==> src/rtl/prod_arb2.sv <==
// prod_arb2: two-input round-robin arbiter with a per-input FIFO and a
// registered output stage using a valid/ready handshake.
// Optional feature macro: PROD_ARB_FIXED_PRIO_EN. When defined, channel 0 has
// strict priority. When undefined (the default), the two channels alternate.
module prod_arb2 #(
    parameter int unsigned DW    = 8,
    parameter int unsigned DEPTH = 4,
    parameter int unsigned AW    = 2
) (
    input  logic          clk,
    input  logic          rst_b,
    input  logic          val0,
    input  logic [DW-1:0] data0,
    input  logic          val1,
    input  logic [DW-1:0] data1,
    input  logic          rdy,
    output logic          val_o,
    output logic [DW-1:0] data_o,
    output logic          src_o,
    output logic          ovf0,
    output logic          ovf1,
    output logic [AW:0]   cnt0,
    output logic [AW:0]   cnt1
);

    localparam logic [AW:0]   FULL    = (AW+1)'(DEPTH);
    localparam logic [AW-1:0] PTR_ONE = AW'(1);

    typedef enum logic [1:0] {
        S_IDLE,
        S_LAST0,
        S_LAST1
    } state_t;

    state_t state;
    state_t state_nxt;

    logic [DW-1:0] mem0 [DEPTH];
    logic [DW-1:0] mem1 [DEPTH];
    logic [AW-1:0] wptr0;
    logic [AW-1:0] rptr0;
    logic [AW-1:0] wptr1;
    logic [AW-1:0] rptr1;

    logic load_ok;
    logic grant;
    logic pop0;
    logic pop1;
    logic push0;
    logic push1;

    // Arbiter state: remembers which channel was popped last.
    always_ff @(posedge clk or negedge rst_b) begin
        if (!rst_b) begin
            state <= S_IDLE;
        end else begin
            state <= state_nxt;
        end
    end

    // Grant selection, pop/push decisions and next arbiter state.
    always_comb begin
        state_nxt = state;
        grant     = 1'b0;
        pop0      = 1'b0;
        pop1      = 1'b0;
        load_ok   = !val_o || rdy;

        if ((cnt0 != '0) && (cnt1 != '0)) begin
`ifdef PROD_ARB_FIXED_PRIO_EN
            grant = 1'b0;
`else
            // From S_IDLE or S_LAST1 channel 0 goes next.
            grant = (state == S_LAST0);
`endif
        end else begin
            grant = (cnt0 == '0);
        end

        if (load_ok && ((cnt0 != '0) || (cnt1 != '0))) begin
            pop0 = !grant;
            pop1 = grant;
        end

        if (pop0) begin
            state_nxt = S_LAST0;
        end else if (pop1) begin
            state_nxt = S_LAST1;
        end

        // A full FIFO still accepts a word when its head leaves at the same edge.
        push0 = val0 && ((cnt0 != FULL) || pop0);
        push1 = val1 && ((cnt1 != FULL) || pop1);
    end

    // Output stage: load the granted head when free, hold under backpressure.
    always_ff @(posedge clk or negedge rst_b) begin
        if (!rst_b) begin
            val_o  <= 1'b0;
            data_o <= '0;
            src_o  <= 1'b0;
        end else if (load_ok) begin
            if (pop0 || pop1) begin
                val_o  <= 1'b1;
                data_o <= grant ? mem1[rptr1] : mem0[rptr0];
                src_o  <= grant;
            end else begin
                val_o  <= 1'b0;
            end
        end
    end

    // Channel 0 pointers, occupancy and sticky drop flag.
    always_ff @(posedge clk or negedge rst_b) begin
        if (!rst_b) begin
            wptr0 <= '0;
            rptr0 <= '0;
            cnt0  <= '0;
            ovf0  <= 1'b0;
        end else begin
            if (push0) begin
                wptr0 <= wptr0 + PTR_ONE;
            end
            if (pop0) begin
                rptr0 <= rptr0 + PTR_ONE;
            end
            cnt0 <= cnt0 + (AW+1)'(push0) - (AW+1)'(pop0);
            if (val0 && !push0) begin
                ovf0 <= 1'b1;
            end
        end
    end

    // Channel 1 pointers, occupancy and sticky drop flag.
    always_ff @(posedge clk or negedge rst_b) begin
        if (!rst_b) begin
            wptr1 <= '0;
            rptr1 <= '0;
            cnt1  <= '0;
            ovf1  <= 1'b0;
        end else begin
            if (push1) begin
                wptr1 <= wptr1 + PTR_ONE;
            end
            if (pop1) begin
                rptr1 <= rptr1 + PTR_ONE;
            end
            cnt1 <= cnt1 + (AW+1)'(push1) - (AW+1)'(pop1);
            if (val1 && !push1) begin
                ovf1 <= 1'b1;
            end
        end
    end

    // FIFO storage; contents need no reset because the pointers gate reads.
    always_ff @(posedge clk) begin
        if (push0) begin
            mem0[wptr0] <= data0;
        end
        if (push1) begin
            mem1[wptr1] <= data1;
        end
    end

endmodule

==> config.mk <==
export PLATFORM = sky130hd
export DESIGN_NAME = prod_arb2
export DESIGN_NICKNAME = d
export VERILOG_FILES = /design/src/rtl/prod_arb2.sv
export SDC_FILE = /design/constraint.sdc
export NUM_CORES = 1
export LEC_CHECK = 0
export ABC_AREA = 1
export BUFFER_PORTS_ARGS = -buffer_cell sky130_fd_sc_hd__buf_2
export CORE_MARGIN = 4
export CORE_UTILIZATION = 48
export DETAILED_ROUTE_END_ITERATION = 10
export GPL_TIMING_DRIVEN = 0
export PLACE_DENSITY = 0.7
export SLEW_MARGIN = 20
export SYNTH_ARGS = -nofsm -noshare
export SYNTH_HDL_FRONTEND = slang
export SYNTH_SLANG_ARGS = --single-unit
==> constraint.sdc <==
create_clock -name clk -period 2.15 [get_ports clk]
set_input_delay 0.43 -clock clk [delete_from_list [all_inputs] [get_ports clk]]
set_output_delay 0.43 -clock clk [all_outputs]
set_load 0.005 [all_outputs]
==> results of run 1 <==
-- placed cells by master (no fill, tap or decap), drive strengths merged, types with 4 or more instances in the layout --
cell / netlist / routed
nand2: 64 / 64
edfxtp: 64 / 64
dfrtp: 28 / 28
a21oi: 10 / 10
o22ai: 6 / 6
xor2: 5 / 5
o21ai: 34 / 34
clkinv: 1 / 4
nand3: 16 / 16
inv: 32 / 32
ha: 12 / 12
nor2: 41 / 41
clkbuf: 1 / 12
buf: 8 / 67
-- worst max-delay path: stages, from the launching register on --
cell and delay [ps]:
dfrtp_1 400, nor2_2 150, nand2_2 110, nand2_2 90, nand3_4 100, nand2_4 130, nand2_4 80, ha_4 270
inv_2 30, ha_2 160, fa_2 350, xnor2_2 140, xor2_1 140
-- metrics by stage --
step	utilization, %	instances	TNS (ps)
after detailed placement	53.8	468	-895
after global placement	53.8	468	-718
after global routing	59.4	505	-505
after CTS	58.1	495	-266
after floorplan	-	328	-99.0
final	59.4	505	-183
-- power by group through the flow --
| stage | sequential, mW | combinational (mW) | clock [mW] |
|---|---|---|---|
| final | 2.67 | 2.60 | 1.24 |
| after global routing | 2.72 | 2.97 | 1.33 |
| after CTS | 2.68 | 2.45 | 1.25 |
| after detailed placement | 2.73 | 2.18 | 0 |
| after global placement | 2.72 | 2.11 | 0 |
| after floorplan | 2.69 | 1.50 | 0 |
-- flip-flops by register name, summed over array words and instances, names as in the netlist --
register,cells
data_o,8
ovf0,1
rptr0,2
mem1,32
cnt1,3
mem0,32
cnt0,3
rptr1,2
val_o,1
wptr1,2
src_o,1
ovf1,1
state,2
wptr0,2
-- worst paths after layout --
| path | end | slack (ps) |
|---|---|---|
| min reg2reg | ovf0$_DFFE_PN0P_ | 470 |
| max | cnt1[2]$_DFF_PN0_ | -110 |
| max in group asynchronous | data_o[5]$_DFFE_PN0P_ | 1640 |
| max reg2reg | cnt1[2]$_DFF_PN0_ | -110 |
| min | ovf0$_DFFE_PN0P_ | 70 |
| min in group clk | mem1[0][6]$_DFFE_PP_ | 270 |
-- cell families after synthesis --
logic type / share of synthesized area [%]
and+or+nand+nor: 13.4
DFF: 68.2
AOI/OAI and AO/OA: 7.10
buffers and inverters: 4.69
adders and majority gates: 4.95
xor gates and xnor gates: 1.60
-- layer usage --
metal	part of all wire (%)	vias up
met2	49	65
met5	0	-
met1	43	1237
li1	-	1242
met4	1.5	0
met3	6.1	10
-- final cells by class --
cell class,count,area (um2),share of cell area [%]
inverters,33,128,2.77
clock inverters,5,76.3,1.66
plain buffers,9,53.8,1.17
well taps,102,128,2.77
repair buffers,59,348,7.54
flip-flops and latches,92,2620,56.9
multi-input cells,194,1120,24.4
clock buffers,11,131,2.85
-- timing repair --
item	CTS	global route
pin swaps	6	7
buffers inserted	11	10
setup endpoints to repair	32	20
hold endpoints to repair	0	0
resized for setup	11	6
==> metrics.md, run 1 <==
| Metric | Value |
|---|---|
| Period utilization | `105%` |
| Violated checks | `negative setup slack` |
| Met1 Use GR | `22.9%` |
| Synth top area share | `50.0%` |
| Async S/R FF share, synth | `30.4%` |
| Leak pwr | `1.94 nW` |
| RSZ-0062 raised after global routing | `yes` |
| Area grow syn2layout | `20.0%` |
| Hold crit path type | `primary input to asynchronous set/reset pin` |
| Final Critical Period | `2260 ps` |
| Pwr Density | `1410 nW/um2` |
| Ranking of synthesized cells by area | `edfxtp_1 50%, dfrtp_1 18%, nand2_1 5.8%, o21ai_0 4.3%, ha_1 3.9%` |
| Switching part of the total | `36.0%` |
| Worst EP arrival | `2520 ps` |
| Pint | `4.16 mW` |
| Initial antenna violation count | `0` |
| Avg Synthesized Cell Area | `11.7 um2` |
| NumNets Final | `433` |
| Slew Limit Fails | `0` |
| Post-route cell area | `4610 um2` |
| CP max FO | `4` |
| DR vias | `2554` |
| Post-Place Cell Area | `4180 um2` |
| Rows | `32` |
| Clock Path Buffers | `2` |
| Net Sw Power | `2.34 mW` |
| CP startpoint | `cnt0[0]$_DFF_PN0_` |
| Routed len/inst | `15.2 um` |
| Final Skew | `14.0 ps` |
| DPL Wire Length | `4890 um` |
| First-pass GRT wire length | `12600 um` |
| Hold-fix buffer count after cts | `0` |
| Worst hold margin | `73.0 ps` |
| Startpoint type of the worst setup path | `register` |
| DIE HEIGHT | `97.5 um` |
| Die width | `97.5 um` |
| Largest net degree at the start of global routing | `29` |
| WL final | `7650 um` |
| Most common cell in the netlist | `edfxtp_1` |
| Run status | `finished, violations left` |
| Final setup vio count | `2` |
| Top-level I/O count | `39` |
| Worst setup margin | `-110 ps` |
| Required time worst endpoint | `2410 ps` |
| Clk_lat worst skew | `370 ps` |
| Fmax | `0.442 GHz` |
| Worst-path clk slew | `90 ps` |
| CTS tree | `done` |
| # diodes | `0` |
| Antenna viol nets, final | `0` |
| Worst Tran Pin Value | `748 ps` |
| DRC violations left | `0` |
| Fillers | `616` |
| Vias in the first global route | `2488` |
| Met2 usage | `26.6%` |
| Drt first pass iters | `4` |
| Layout cell share with drive strength beyond 1 | `27.0%` |
| Busiest layer in global routing | `met2` |
| Initial Utilization | `49.5%` |
| Max_slew headroom | `50.0%` |
| Worst vdd ir | `0.510 mV` |
| Global-route total usage across every layer | `17.1%` |
| Vias per Instance | `5.06` |
| Post-synth EDFFs | `64` |
| Clk root buf | `clkbuf_8` |
| Clk pwr share | `19.0%` |
| Synthesized area | `3840 um2` |
| Synthesized instance count | `328` |
| CTS buffer count | `9` |
| Syn nets | `363` |
| Hold Fails Final Rpt | `0` |
| Max-cap violations | `0` |
| Biggest area consumer among synthesized cells | `edfxtp_1` |
| DRT iter0 DRCs | `145` |
| Logic gate share of total power | `40.0%` |
| Core Area | `7770 um2` |
| Grt ovf | `0` |
| YS warnings | `0` |
| Kind of critical path | `register to register` |
| Commonest cells in the netlist | `64 x edfxtp_1, 59 x nand2_1, 40 x nor2_1, 33 x o21ai_0` |
| Sequential-to-total area share from yosys stat | `68.2%` |
| Clock tree sinks | `92` |
| Crit. End Element | `register` |
| Area of the die | `9500 um2` |
| H-tree Lvls | `3` |
| Placer Congestion | `0.739` |
| Reg2Reg Depth | `12` |
| Place WS | `-346 ps` |
| M3 GR Usage | `5.31%` |
| Seq pwr share | `41.0%` |
| R2R Path Start | `cnt0[0]$_DFF_PN0_` |
| Ys flop type | `edfxtp_1` |
| Yosys reg bits | `92` |
| Final Total Pwr | `6.50 mW` |
| IO buf count | `38` |
| Netlist cell types | `26` |
Note: power is estimated with default switching activity, not from simulation.
==> inputs of run 2 (changes only) <==
Settings changed: SETUP_SLACK_MARGIN from default to 0.2.
==> run 2 against run 1 <==
  * Utilization up 0.85 points
  * Die area unchanged
  * Cell area up 1.4%
  * Via count down 3.4%
  * Global-route usage down 0.96 points
  * The run still ends with negative setup slack left
==> metrics.md, run 2 (synthesis gave the netlist of run 1 again) <==
| Metric | Value |
|---|---|
| Run status | `finished, violations left` |
| Violated checks | `negative setup slack` |
| Routed len/inst | `14.8 um (-2.4%)` |
| # diodes | `0 (unchanged)` |
| Hold-fix buffer count after cts | `0 (unchanged)` |
| Antenna viol nets, final | `0 (unchanged)` |
| Fmax | `0.431 GHz (-2.6%)` |
| DRC violations left | `0 (unchanged)` |
| Layout cell share with drive strength beyond 1 | `28.4% (+1.4 points)` |
| Worst setup margin | `-171 ps (-60.7 ps)` |
| Hold Fails Final Rpt | `0 (unchanged)` |
| Clock Path Buffers | `2 (unchanged)` |
| Post-Place Cell Area | `4180 um2 (about the same)` |
| Largest net degree at the start of global routing | `29 (unchanged)` |
| Crit. End Element | `register` |
| DIE HEIGHT | `97.5 um (unchanged)` |
| Die width | `97.5 um (unchanged)` |
| Largest stage delay on the critical path | `430 ps (+30 ps)` |
| Post-route cell area | `4680 um2 (+1.4%)` |
| Worst vdd ir | `0.539 mV (+5.6%)` |
| Setup slack, reg-to-reg | `-170 ps (-60 ps)` |
| Max_slew headroom | `56.3% (+6.4 points)` |
| Placer Congestion | `0.771 (+4.2%)` |
| Clk_lat worst skew | `350 ps (-20 ps)` |
| Clock tree sinks | `92 (unchanged)` |
| CP max stage cell | `dfrtp_1` |
| WL final | `7440 um (-2.8%)` |
| IO buf count | `38 (unchanged)` |
| Pwr Density | `1400 nW/um2 (-0.41%)` |
| Commonest non-fill, non-tap cell in the layout | `edfxtp_1` |
| Grt ovf | `0 (unchanged)` |
| Final setup vio count | `2 (unchanged)` |
| Commonest cells after routing, fill and taps aside | `64 x edfxtp_1, 57 x nand2_1, 42 x buf_2, 33 x o21ai_0, 32 x nor2_1` |
| Initial Utilization | `49.5% (unchanged)` |
| Vias per Instance | `4.90 (-3.1%)` |
| Final Skew | `12.8 ps (-1.25 ps)` |
| Area of the die | `9500 um2 (unchanged)` |
| CTS tree | `done` |
| Final Critical Period | `2320 ps (+60.7 ps)` |
| DR vias | `2466 (-3.4%)` |
| Worst-path clk slew | `90 ps (about the same)` |
| Top-level I/O count | `39 (unchanged)` |
| Drt first pass iters | `4 (unchanged)` |
| DRT iter0 DRCs | `121 (-17%)` |
| NumNets Final | `431 (-0.46%)` |
| Clk root buf | `clkbuf_8` |
| Required time worst endpoint | `2430 ps (+20 ps)` |
| Cell chain of the critical path | `nor2_4, nand2_2, buf_4, buf_6, nand3_4, nand3_4, nand2_4, ha_4, inv_2, ha_4, fa_2, xnor2_2, xor2_1` |
| Hold crit path type | `primary input to asynchronous set/reset pin` |
| Max-cap violations | `0 (unchanged)` |
| First-pass GRT wire length | `11900 um (-5.0%)` |
| DPL Wire Length | `4870 um (-0.53%)` |
| CP max FO | `3 (-1)` |
| Area grow syn2layout | `21.7%` |
| Vias in the first global route | `2433 (-2.2%)` |
| Largest registers | `mem0 x32, mem1 x32, data_o x8` |
| Global-route total usage across every layer | `16.2% (-0.96 points)` |
| Final Total Pwr | `6.57 mW (+1.0%)` |
| Fillers | `631 (+2.4%)` |
| Worst hold margin | `94.0 ps (+21.1 ps)` |
| Rows | `32 (unchanged)` |
| Initial antenna violation count | `0 (unchanged)` |
| H-tree Lvls | `3 (unchanged)` |
| Worst Tran Pin Value | `655 ps (-92.7 ps)` |
| CTS buffer count | `9 (unchanged)` |
| Kind of critical path | `register to register` |
| Core Area | `7770 um2 (unchanged)` |
| RSZ-0062 raised after global routing | `yes` |
| Startpoint type of the worst setup path | `register` |
| Worst EP arrival | `2600 ps (+80 ps)` |
| Leak pwr | `1.92 nW (-0.67%)` |
| Period utilization | `108% (+2.8 points)` |
| Slew Limit Fails | `0 (unchanged)` |
## run 2: cell count changes in the layout (fill, tap and decap cells not counted), moves of 2 or more
cell / before / now
ha_1: 10 / 8
ha_4: 1 / 4
clkinvlp_4: 0 / 2
clkinv_1: 2 / 0
buf_4: 25 / 22
nor2_2: 8 / 0
nor2_4: 0 / 9
## run 2: metrics by stage
stage	util, %	worst slack, ps	std cells	setup TNS [ps]
2_1_floorplan	-	-51.0	328	-79.7
3_3_place_gp	53.8	-344	468	-635
3_5_place_dp	53.8	-355	468	-1240
4_1_cts	59.0	-113	499	-175
5_1_grt	60.2	-256	503	-522
6_report	60.2	-171	503	-304
## run 2: area by class of cell
cell class,instances,area [um2],area share [%]
plain buffers,9,53.8,1.15
flip-flops and latches,92,2620,56.1
clock inverters,4,50.0,1.07
multi-input cells,194,1210,25.8
inverters,33,134,2.86
repair buffers,57,337,7.20
well taps,102,128,2.73
clock buffers,12,145,3.10
## run 2: what timing repair did
item	CTS	global route
endpoints found under the setup margin	68	68
setup buffers	15	4
resized for setup	21	14
pin swaps	13	12
## run 2: critical path: cells and delay by family, from the launching register on
family | cells | cell delay (ps)
xor+xnor | 2 | 360
fa+ha+maj | 3 | 620
buf+inv | 3 | 280
flops | 1 | 430
simple gates | 5 | 530
## run 2: routing by layer
layer | vias to the layer above | global-route usage, % | wire length [um]
met5 | - | 0 | 0
met4 | 0 | 6.07 | 83
met3 | 6 | 4.02 | 434
met2 | 58 | 25.0 | 3530
met1 | 1166 | 22.1 | 3400
li1 | 1236 | - | -
## run 2: final timing paths
| check | start | to | cells after the start |
|---|---|---|---|
| max | cnt0[0]$_DFF_PN0_ | cnt0[2]$_DFF_PN0_ | 13 |
| min | rst_b | ovf0$_DFFE_PN0P_ | 1 |
| max reg2reg | cnt0[0]$_DFF_PN0_ | cnt0[2]$_DFF_PN0_ | 13 |
| min reg2reg | src_o$_DFFE_PN0P_ | src_o$_DFFE_PN0P_ | 2 |
| max in group asynchronous | rst_b | cnt0[1]$_DFF_PN0_ | 1 |
| min in group clk | data0[1] | mem0[2][1]$_DFFE_PP_ | 1 |
## run 2: power breakdown
| part | leakage (nW) | switching (mW) | internal, mW |
|---|---|---|---|
| sequential | 0.916 | 0.232 | 2.44 |
| combinational | 0.914 | 1.62 | 1.13 |
| clock | 0.0926 | 0.574 | 0.569 |
==> inputs of run 3 (changes only) <==
Settings changed: RECOVER_POWER from default to 100.
==> run 3 against run 2 <==
  * The flow finishes with violations (max-capacitance violations, max-slew violations, negative setup slack)
  * Routed wire length up 0.15%
  * Die area unchanged
  * Utilization decreased by 0.47 points
  * Critical path depth unchanged
  * Sequential share of layout area rose by 0.44 points
  * Cell area down 0.78%
  * Sequential cell count is the same
  * Critical endpoint unchanged
==> metrics.md, run 3 (synthesis gave the netlist of run 1 again) <==
| Metric | Value |
|---|---|
| Run status | `finished, violations left` |
| Violated checks | `max-capacitance violations, max-slew violations, negative setup slack` |
| Final Skew | `11.5 ps (-1.24 ps)` |
| Hold crit path type | `primary input to register` |
| Area grow syn2layout | `20.7%` |
| Clock tree sinks | `92 (unchanged)` |
| Reg2Reg Depth | `13 (unchanged)` |
| DPL Wire Length | `4870 um (unchanged)` |
| CP max FO | `3 (unchanged)` |
| Max_slew headroom | `-4.95% (-61 points)` |
| Final Critical Period | `2320 ps (+0.510 ps)` |
| Routed len/inst | `14.8 um (+0.15%)` |
| Worst hold margin | `340 ps (+246 ps)` |
| Clk_lat worst skew | `350 ps (about the same)` |
| Required time worst endpoint | `2420 ps (about the same)` |
| Largest registers | `mem0 x32, mem1 x32, data_o x8` |
| Multi-input gate area | `1210 um2 (unchanged)` |
| Max-cap violations | `1 (+1)` |
| CTS buffer count | `9 (unchanged)` |
| Vias per Instance | `4.89 (-0.16%)` |
| Placer Congestion | `0.771 (unchanged)` |
| Vias in the first global route | `2433 (unchanged)` |
| Logic gate share of total power | `41.7% (-0.2 points)` |
| Hold depth | `1` |
| Seq pwr share | `41.0% (+0.3 points)` |
| DIE HEIGHT | `97.5 um (unchanged)` |
| Rows | `32 (unchanged)` |
| WL final | `7450 um (+0.15%)` |
| Busiest layer in global routing | `met2` |
| Slew Limit Fails | `29 (+29)` |
| Critical Path Stages | `13 (unchanged)` |
| Kind of critical path | `register to register` |
| Largest net degree at the start of global routing | `29 (unchanged)` |
| Commonest cells after routing, fill and taps aside | `64 x edfxtp_1, 57 x nand2_1, 33 x o21ai_0, 32 x nor2_1, 30 x clkbuf_1` |
| IO buf count | `38 (unchanged)` |
| Area of the die | `9500 um2 (unchanged)` |
| Hold-fix buffer count after cts | `0 (unchanged)` |
| Antenna viol nets, final | `0 (unchanged)` |
| Final setup vio count | `2 (unchanged)` |
| Net Sw Power | `2.43 mW (about the same)` |
| Worst vdd ir | `0.529 mV (-1.8%)` |
| Initial Utilization | `49.5% (unchanged)` |
| Layout cell share with drive strength beyond 1 | `21.7% (-6.7 points)` |
| Final Core Density | `59.7% (-0.47 points)` |
| DR vias | `2462 (-0.16%)` |
| First-pass GRT wire length | `11900 um (unchanged)` |
| Met2 usage | `25.0% (unchanged)` |
| Clk pwr share | `17.3% (about the same)` |
| Clk root buf | `clkbuf_8` |
| Pint | `4.11 mW (-0.68%)` |
| Core Area | `7770 um2 (unchanged)` |
| Storage cell area | `2620 um2 (unchanged)` |
| CP max stage cell | `dfrtp_1` |
| # diodes | `0 (unchanged)` |
| Drt first pass iters | `4 (unchanged)` |
| H-tree Lvls | `3 (unchanged)` |
| Hold Fails Final Rpt | `0 (unchanged)` |
| DRT iter0 DRCs | `134 (+11%)` |
| Leak pwr | `1.85 nW (-3.9%)` |
| Period utilization | `108% (about the same)` |
| Top-level I/O count | `39 (unchanged)` |
| Grt ovf | `0 (unchanged)` |
| WP buf/inv | `3 (unchanged)` |
| Cell family with most CP delay | `adder cells` |
| Worst setup margin | `-171 ps (-0.510 ps)` |
| NumNets Final | `431 (unchanged)` |
| Clock Path Buffers | `2 (unchanged)` |
| RSZ-0062 raised after global routing | `yes` |
| Fmax | `0.431 GHz (about the same)` |
| Met1 Use GR | `22.1% (unchanged)` |
| Commonest non-fill, non-tap cell in the layout | `edfxtp_1` |
| Switching part of the total | `37.1% (+0.17 points)` |
| Worst EP arrival | `2590 ps (about the same)` |
| CTS tree | `done` |
| Worst-path clk slew | `90 ps (about the same)` |
| Crit. End Element | `register` |
| Pwr Density | `1410 nW/um2 (+0.36%)` |
| Final Total Pwr | `6.54 mW (-0.42%)` |
| DRC violations left | `0 (unchanged)` |
| Fillers | `637 (+0.95%)` |
| Initial antenna violation count | `0 (unchanged)` |
| Global-route total usage across every layer | `16.2% (unchanged)` |
| Worst Tran Pin Value | `1570 ps (+919 ps)` |
| M3 GR Usage | `4.02% (unchanged)` |
| Setup TNS | `-307 ps (-3.12 ps)` |
| Largest stage delay on the critical path | `430 ps (about the same)` |
| Startpoint type of the worst setup path | `register` |
| Die width | `97.5 um (unchanged)` |
| Cell chain of the critical path | `nor2_4, nand2_2, buf_4, buf_6, nand3_4, nand3_4, nand2_4, ha_4, inv_2, ha_4, fa_2, xnor2_2, xor2_1` |
==> run 3: cell types whose count changed in the layout (fill, tap and decap cells not counted), sizes merged <==
cell    previous run  this run
clkbuf            13        40
buf               65        38
==> run 3: final cells by class <==
cell class                      count  area share, %
Timing Repair Buffer               57           6.55
Sequential cell                    92           56.5
Multi-Input combinational cell    194           26.0
Tap cell                          102           2.75
Clock buffer                       12           3.13
Clock inverter                      4           1.08
Inverter                           33           2.88
Buffer                              9           1.08
==> run 3: power groups by stage <==
stage / combinational, mW / clock [mW] / sequential, mW
detailed placement: 2.18 / 0 / 2.74
floorplan: 1.50 / 0 / 2.69
global route: 3.11 / 1.23 / 2.73
global placement: 2.11 / 0 / 2.72
CTS: 2.58 / 1.16 / 2.68
finish: 2.73 / 1.13 / 2.68
==> run 3: what timing repair did <==
action / CTS / global route
cloned: 0 / 0
endpoints found under the setup margin: 68 / 68
pin swaps: 13 / 12
hold endpoints to repair: 0 / 0
setup buffers: 15 / 4
resized for setup: 21 / 14
==> run 3: worst paths after layout <==
path | from | endpoint | slack, ps
setup / recovery | cnt0[0]$_DFF_PN0_ | cnt0[2]$_DFF_PN0_ | -170
hold / removal | data0[1] | mem0[2][1]$_DFFE_PP_ | 340
setup reg to reg | cnt0[0]$_DFF_PN0_ | cnt0[2]$_DFF_PN0_ | -170
hold reg to reg | src_o$_DFFE_PN0P_ | src_o$_DFFE_PN0P_ | 480
max in group asynchronous | rst_b | cnt0[1]$_DFF_PN0_ | 680
min in group asynchronous | rst_b | ovf0$_DFFE_PN0P_ | 450
==> run 3: worst register-to-register path: cells and delay by family, from the launching register on <==
family	cells	cell delay [ps]
xor+xnor	2	360
fa+ha+maj	3	620
buf+inv	3	290
flops	1	430
simple gates	5	530
==> run 3: per-layer routing <==
| metal | vias to the layer above | part of all wire, % |
|---|---|---|
| li1 | 1233 | - |
| met1 | 1175 | 47 |
| met2 | 48 | 47 |
| met3 | 6 | 3.9 |
| met4 | 0 | 1.4 |
| met5 | - | 0 |
==> run 3: per-stage QoR <==
stage | setup WS [ps] | cells | cell area [um2]
after floorplan | -51.0 | 328 | 3860
after global placement | -344 | 468 | 4180
after detailed placement | -355 | 468 | 4180
after CTS | -113 | 499 | 4580
after global routing | -256 | 503 | 4640
final | -171 | 503 | 4640
